### src/rtl/irq_ctrl.sv
// Interrupt controller: pending/mask registers, single-source req/ack/eoi handshake to CP0.
// Define IRQ_ROUND_ROBIN_EN for rotating priority; default build is fixed priority (lowest index wins).
module irq_ctrl #(
  parameter int N_SRC = 6,
  parameter int ID_W  = 3
) (
  input  logic             clk,
  input  logic             reset,
  input  logic [N_SRC-1:0] dev_break,
  input  logic             we,
  input  logic [1:0]       addr,
  input  logic [31:0]      wd,
  output logic [31:0]      rd,
  output logic             irq_req,
  output logic [ID_W-1:0]  irq_id,
  input  logic             irq_ack,
  input  logic             irq_eoi
);

  localparam logic [1:0] IDLE = 2'd0;
  localparam logic [1:0] REQ  = 2'd1;
  localparam logic [1:0] SERV = 2'd2;

  logic [1:0]       state;
  logic [N_SRC-1:0] mask;
  logic [N_SRC-1:0] pend;
  logic [N_SRC-1:0] brk_q;
  logic [1:0]       ctrl;

  logic [N_SRC-1:0] active;
  logic [N_SRC-1:0] rise;
  logic [N_SRC-1:0] w1c;
  logic [N_SRC-1:0] ack_clr;
  logic [N_SRC-1:0] pend_next;
  logic [ID_W-1:0]  win;
  logic             any_act;
  logic             cur_act;
  logic             take_ack;
  logic             wr_mask;
  logic             wr_pend;
  logic             wr_ctrl;
  logic             wd_unused;

  function automatic logic [ID_W-1:0] first_set(input logic [N_SRC-1:0] vec);
    logic [ID_W-1:0] pos;
    logic            found;
    pos   = '0;
    found = 1'b0;
    for (int unsigned i = 0; i < N_SRC; i++) begin
      if (!found && vec[i]) begin
        pos   = ID_W'(i);
        found = 1'b1;
      end
    end
    return pos;
  endfunction

  assign wr_mask   = we && (addr == 2'd0);
  assign wr_pend   = we && (addr == 2'd1);
  assign wr_ctrl   = we && (addr == 2'd3);
  assign wd_unused = ^wd[31:N_SRC];

  assign active   = pend & mask & {N_SRC{ctrl[0]}};
  assign any_act  = |active;
  assign cur_act  = active[irq_id];
  assign take_ack = (state == REQ) && irq_ack;
  assign rise     = dev_break & ~brk_q;
  assign w1c      = wr_pend ? wd[N_SRC-1:0] : '0;

  always_comb begin
    ack_clr = '0;
    for (int unsigned i = 0; i < N_SRC; i++) begin
      ack_clr[i] = take_ack && (irq_id == ID_W'(i));
    end
  end

  // Edge mode: a rising edge in the same cycle beats both W1C and the ack clear.
  assign pend_next = ctrl[1] ? ((pend & ~w1c & ~ack_clr) | rise) : dev_break;

`ifdef IRQ_ROUND_ROBIN_EN
  logic [ID_W-1:0]      ptr;
  logic [2*N_SRC-1:0]   dbl;
  logic [N_SRC-1:0]     rot;
  logic [ID_W-1:0]      rpos;
  logic [ID_W:0]        rsum;

  // Rotate so the search starts at ptr, then map the fixed-priority hit back.
  always_comb begin
    dbl  = {active, active} >> ptr;
    rot  = dbl[N_SRC-1:0];
    rpos = first_set(rot);
    rsum = {1'b0, ptr} + {1'b0, rpos};
    if (rsum >= (ID_W+1)'(N_SRC)) begin
      rsum = rsum - (ID_W+1)'(N_SRC);
    end
    win = ID_W'(rsum);
  end

  always_ff @(posedge clk) begin
    if (reset) begin
      ptr <= '0;
    end else if (take_ack) begin
      ptr <= (irq_id == ID_W'(N_SRC-1)) ? '0 : irq_id + 1'b1;
    end
  end
`else
  assign win = first_set(active);
`endif

  always_ff @(posedge clk) begin
    if (reset) begin
      state   <= IDLE;
      mask    <= '0;
      pend    <= '0;
      brk_q   <= '0;
      ctrl    <= '0;
      irq_req <= 1'b0;
      irq_id  <= '0;
    end else begin
      brk_q <= dev_break;
      pend  <= pend_next;
      if (wr_mask) mask <= wd[N_SRC-1:0];
      if (wr_ctrl) ctrl <= wd[1:0];
      case (state)
        IDLE: begin
          if (any_act) begin
            state   <= REQ;
            irq_req <= 1'b1;
            irq_id  <= win;
          end
        end
        REQ: begin
          if (irq_ack) begin
            state   <= SERV;
            irq_req <= 1'b0;
          end else if (!cur_act) begin
            state   <= IDLE;
            irq_req <= 1'b0;
          end
        end
        SERV: begin
          if (irq_eoi) state <= IDLE;
        end
        default: begin
          state   <= IDLE;
          irq_req <= 1'b0;
        end
      endcase
    end
  end

  always_comb begin
    rd = '0;
    case (addr)
      2'd0: rd[N_SRC-1:0] = mask;
      2'd1: rd[N_SRC-1:0] = pend;
      2'd2: begin
        rd[ID_W-1:0] = irq_id;
        rd[8]        = irq_req;
        rd[9]        = (state == SERV);
      end
      default: rd[1:0] = ctrl;
    endcase
  end

endmodule

### config.mk
export PLATFORM = sky130hd
export DESIGN_NAME = irq_ctrl
export DESIGN_NICKNAME = d
export VERILOG_FILES = /design/src/rtl/irq_ctrl.sv
export SDC_FILE = /design/constraint.sdc
export NUM_CORES = 1
export LEC_CHECK = 0
export BUFFER_PORTS_ARGS = -buffer_cell sky130_fd_sc_hd__buf_2
export CELL_PAD_IN_SITES_DETAIL_PLACEMENT = 0
export CELL_PAD_IN_SITES_GLOBAL_PLACEMENT = 1
export CORE_MARGIN = 4
export CORE_UTILIZATION = 32
export DETAILED_ROUTE_END_ITERATION = 12
export GPL_TIMING_DRIVEN = 0
export PLACE_DENSITY = 0.85
export SYNTH_ARGS = -nofsm -noshare
export SYNTH_HDL_FRONTEND = slang
export SYNTH_SLANG_ARGS = --single-unit
### constraint.sdc
create_clock -name clk -period 1.4 [get_ports clk]
set_input_delay 0.21 -clock clk [delete_from_list [all_inputs] [get_ports clk]]
set_output_delay 0.21 -clock clk [all_outputs]
set_load 0.005 [all_outputs]
# Word level (Yosys, flattened, before mapping)
# Cells that the tools add are included.
# totals
ff_bits,26
input_bits,45
out_inout_bits,36
elab_cells,85
# op_classes
n_lt_le_gt_ge,1
eq_ne,13
muxes,27
bitwise,10
reduce_logical,27
# op_table
op,count
6-bit bitwise AND,5
6-bit inverter,3
1-bit logical AND,15
3-bit 2-to-1 mux,4
6-bit 2-to-1 mux,2
2-bit case mux with 3 select lines,2
1-bit 2-to-1 mux,10
2-bit 2-to-1 mux,5
2-bit == test (second input constant),3
3-bit by 2-bit == test with 1-bit output (second input constant),2
3-bit == test (second input constant),2
6-bit bitwise OR,1
1-bit case mux with 3 select lines,2
3-bit case mux with 2 select lines,1
3-bit AND reduction,2
6-bit OR reduction,1
1-bit zero test,5
2-bit by 1-bit == test with 1-bit output (second input constant),2
2-bit zero test,2
3-bit by 4-bit less-than comparator with 1-bit output (second input constant),1
2-bit != test (second input constant),2
1-bit binary-select mux with 3-bit select,1
3-bit by 1-bit == test with 1-bit output (second input constant),1
3-bit zero test,1
3 further kinds,3

# Logic depth before layout (Yosys ltp)
# depth
depth_word,18
ltp_mapped,5
depth_no_buf,4

# Least setup slack after synthesis
# Ideal clock, no wire load.
# synth_timing
path_kind,flip-flop to flip-flop
from,register pend[1]
to,register irq_id[0]
setup_time_ns,0.129
t_arrival_ns,1.078
t_required_ns,1.271
slack_ns,0.193
stages_incl_launch_ff,5
n_path_buf,0
period_less_slack_ns,1.207
path_cell_list,dfxtp_1 > a22o_4 > o311ai_2 > nor2b_1 > a311oi_1
# synth_via
elab_chain_cells,16
word_cells_on_any_way,22
classes_between,mux: 9; bitwise: 2; reduce/logical: 11
# synth_lines
item,line_no,text
"start, declared",26,logic [N_SRC-1:0] pend;
"start signal, assigned",121,pend <= pend_next;
6-bit bitwise AND * (2 in a row),63,assign active = pend & mask & {N_SRC{ctrl[0]}};
1-bit logical AND,50,if (!found && vec[i]) begin
1-bit 2-to-1 mux,50,
1-bit zero test,50,
1-bit logical AND,50,
1-bit 2-to-1 mux,50,
1-bit zero test,50,
1-bit logical AND,50,
1-bit 2-to-1 mux,50,
1-bit zero test,50,
1-bit logical AND,50,
1-bit 2-to-1 mux,50,
1-bit zero test,50,
1-bit logical AND,50,
3-bit 2-to-1 mux,50,
"end signal, assigned",129,irq_id <= win;
"end, declared",15,"output logic [ID_W-1:0] irq_id,"
# Every way passes the cells marked *; elsewhere a longest branch is shown, timed or not.
# A chain may end at the register's enable or synchronous reset.

# Final worst setup path
# layout_timing
from,register irq_id[1]
to,output port rd[1]
# layout_via
elab_chain_cells,1
# layout_lines
item,line_no,text
2-bit case mux with 3 select lines,154,case (addr)
"end, declared",13,"output logic [31:0] rd,"
# Every way passes these cells.

==> insert_results.sql <==
INSERT INTO impl_metrics (metric_group, metric, value, unit) VALUES
('placement', 'gp_congestion', '0.820', ''),
('sta', 'rsz_0062_raised_after_global_routing', 'true', ''),
('yosys', 'dominantRegCellSynth', 'sky130_fd_sc_hd__dfxtp_1', ''),
('yosys', 'synthMostInstantiatedCell', 'sky130_fd_sc_hd__dfxtp_1', ''),
('floorplan', 'design.die.area', '6070', 'um2'),
('finish', 'final_layout_size_suffix_gt1_share', '41.1', '%'),
('yosys', 'synth.cell_area', '1570', 'um2'),
('global_routing', 'gr-total-overflow', '0', ''),
('finish', 'seqCellArea', '539', 'um2'),
('yosys', 'asyncSetResetFlopFracSynth', '0', '%'),
('worst_setup_path', 'critical_path_arrival', '1.24', 'ns'),
('sta', 'tightest_slew', '0.513', 'ns'),
('floorplan', 'placement_rows', '25', ''),
('clocking', 'clkSlewWorstSetupHoldPaths', '0.08', 'ns'),
('clocking', 'number_of_sinks_driven_by_the_clock_tree', '26', ''),
('yosys', 'ys_types', '47', ''),
('floorplan', 'fp.dieW', '77.9', 'um'),
('yosys', 'netlist.area_leader.share', '33.3', '%'),
('floorplan', 'die_h', '77.9', 'um'),
('finish', 'num-nets-final', '278', ''),
('global_routing', 'grt.total_usage', '12.9', '%'),
('sta', 'finalHoldViolations', '0', ''),
('run_status', 'violations_in_the_final_reports', 'setup timing', ''),
('worst_setup_path', 'slowest_stage_delay_cp', '0.47', 'ns'),
('worst_setup_path', 'worst-setup-path-type', 'flip-flop to primary output', ''),
('global_routing', 'pin_count_of_the_biggest_net_entering_global_routing', '14', ''),
('clocking', 'insertion_delay', '0.27', 'ns'),
('clocking', 'tritoncts.num_buffers', '3', ''),
('detailed_routing', 'ant_nets', '0', ''),
('run', 'maxCapViolCount', '0', ''),
('finish', 'multi_input_comb_area', '925', 'um2'),
('finish', 'num_antenna_cells', '0', ''),
('min_path', 'timing.hold.worst.class', 'input pin to flip-flop', ''),
('finish', 'fillers', '490', ''),
('yosys', 'flop_and_latch_count_out_of_synthesis', '26', ''),
('yosys', 'synth_top_cells_by_count', 'sky130_fd_sc_hd__dfxtp_1 (26), sky130_fd_sc_hd__buf_4 (25), sky130_fd_sc_hd__nand2_1 (18), sky130_fd_sc_hd__nor2_1 (15), sky130_fd_sc_hd__mux2i_1 (12)', ''),
('sta', 'finalCritPeriodShare', '104', '%'),
('yosys', 'synthTopCellsByArea', 'sky130_fd_sc_hd__dfxtp_1 (33%), sky130_fd_sc_hd__buf_4 (12%), sky130_fd_sc_hd__mux2i_1 (7.7%), sky130_fd_sc_hd__nand2_1 (4.3%), sky130_fd_sc_hd__nor2_1 (3.6%)', ''),
('sta', 'setup_viol', '2', ''),
('yosys', 'total_number_of_yosys_warnings', '0', ''),
('clocking', 'tritoncts', 'built', ''),
('global_routing', 'first_pass_grt_wire_length', '6270', 'um'),
('detailed_routing', 'via_count', '1336', ''),
('detailed_routing', 'first_pass_iters', '5', ''),
('floorplan', 'floorplan.initialDensity', '33.1', '%'),
('power_and_ir_drop', 'design_power_total', '1.42', 'mW'),
('clocking', 'holdBufCountCts', '0', ''),
('yosys', 'synth_enable_flop_cells', '0', ''),
('worst_setup_path', 'crit_path_start_kind', 'flip-flop', ''),
('worst_setup_path', 'crit_path_end_kind', 'primary output', ''),
('yosys', 'synthesis.instances', '172', ''),
('clocking', 'clock_tree.buffer_depth', '2', ''),
('placement', 'number_of_port_buffers', '30', ''),
('worst_setup_path', 'highest_delay_cell_along_the_critical_path', 'sky130_fd_sc_hd__mux4_2', ''),
('placement', 'detailedPlacementHpwl', '2880', 'um'),
('worst_setup_path', 'crit_chain', 'mux4_2 > buf_2', ''),
('clocking', 'htree_num_levels', '1', ''),
('run_status', 'status', 'finished with violations', ''),
('sta', 'setup_ws', '-0.0499', 'ns'),
('yosys', 'synth.largest_area_cell', 'sky130_fd_sc_hd__dfxtp_1', ''),
('worst_setup_path', 'cpLargestDelayFamily', 'multiplexers', ''),
('worst_setup_path', 'largest_fanout_on_the_critical_path', '2', ''),
('power_and_ir_drop', 'leakage', '0.923', 'nW'),
('power_and_ir_drop', 'worst_ir_drop_vdd', '0.598', 'mV'),
('sta', 'setup_total_negative_slack', '-0.0827', 'ns'),
('sta', 'slew_headroom', '65.8', '%'),
('sta', 'fin_skew', '0.00459', 'ns'),
('yosys', 'synth-seq-area-share', '33.3', '%'),
('power_and_ir_drop', 'cellPowerDensity', '708', 'nW/um2'),
('clocking', 'cts-root-buf', 'sky130_fd_sc_hd__clkbuf_8', ''),
('detailed_routing', 'routed_wire_length_per_instance', '12.8', 'um');
logic make-up after synthesis:
kind of cell	Yosys count	share of synthesized area (%)
AOI/OAI and AO/OA	30	15.7
DFF	26	33.3
buffers and inverters	33	15.2
muxes	14	10.6
and+or+nand+nor	68	25.1
other	1	0.240
registers in the layout, indices dropped and copies added, names as in the netlist:
register	cells
ctrl	2
pend	6
brk_q	6
irq_id	3
state	2
mask	6
irq_req	1
where the power goes:
group,internal [mW],switching [mW],total [mW]
clock,0.193,0.217,0.410
sequential,0.764,0.0249,0.789
combinational,0.121,0.103,0.224
final timing paths:
| check | slack, ns | cells past startpoint | endpoint | from |
|---|---|---|---|---|
| max reg2reg | 0.06 | 4 | irq_id[0] | pend[1] |
| min | 0.15 | 2 | brk_q[0] | reset |
| min reg2reg | 0.48 | 2 | pend[4] | brk_q[4] |
| max | -0.05 | 2 | rd[1] | irq_id[1] |
layer usage:
layer | GRT usage, % | up-vias | part of all wire, %
li1 | - | 689 | -
met1 | 17.0 | 590 | 43
met2 | 21.0 | 55 | 47
met3 | 3.36 | 2 | 9.1
met4 | 3.15 | 0 | 0.76
met5 | 0 | - | 0
what timing repair did:
action,in CTS,in global routing
hold endpoints to repair,0,0
resized for setup,13,10
endpoints found under the setup margin,2,8
buffers inserted,6,1
metrics by stage:
stage | hold WS (ns) | std cells | cell area [um2]
floorplan | 0.293 | 195 | 1650
global placement | 0.435 | 292 | 1890
detailed placement | 0.430 | 292 | 1890
CTS | 0.143 | 300 | 1990
global route | 0.159 | 298 | 2010
finish | 0.151 | 298 | 2010
worst reg2reg max path, delay by kind of cell, from the launching register on:
kind	cells	cell delay, ns
AO/OA/AOI/OAI	3	0.64
flip-flops	1	0.36
AND/OR/NAND/NOR	1	0.21
area by class of cell:
| class | instances | area share (%) |
|---|---|---|
| buffer | 28 | 10.6 |
| clock buffer | 3 | 2.05 |
| inverter | 1 | 0.187 |
| multi-input combinational | 136 | 46.0 |
| sequential | 26 | 26.8 |
| tap | 67 | 4.17 |
| timing repair buffer | 37 | 10.1 |
layout by cell type, fill, tap and decap left out, drive strengths merged, types with 3 or more instances in the layout:
master	netlist	layout
conb	1	24
o21ai	3	3
buf	31	64
a21oi	6	6
nor2	17	17
dfxtp	26	26
nand4	3	3
nor2b	6	6
nand3	5	5
nand2	18	18
a22o	6	6
nand3b	3	3
a21o	3	3
nor3	4	4
clkbuf	1	4
mux2i	12	12
Note: power is estimated with default switching activity, not from simulation.
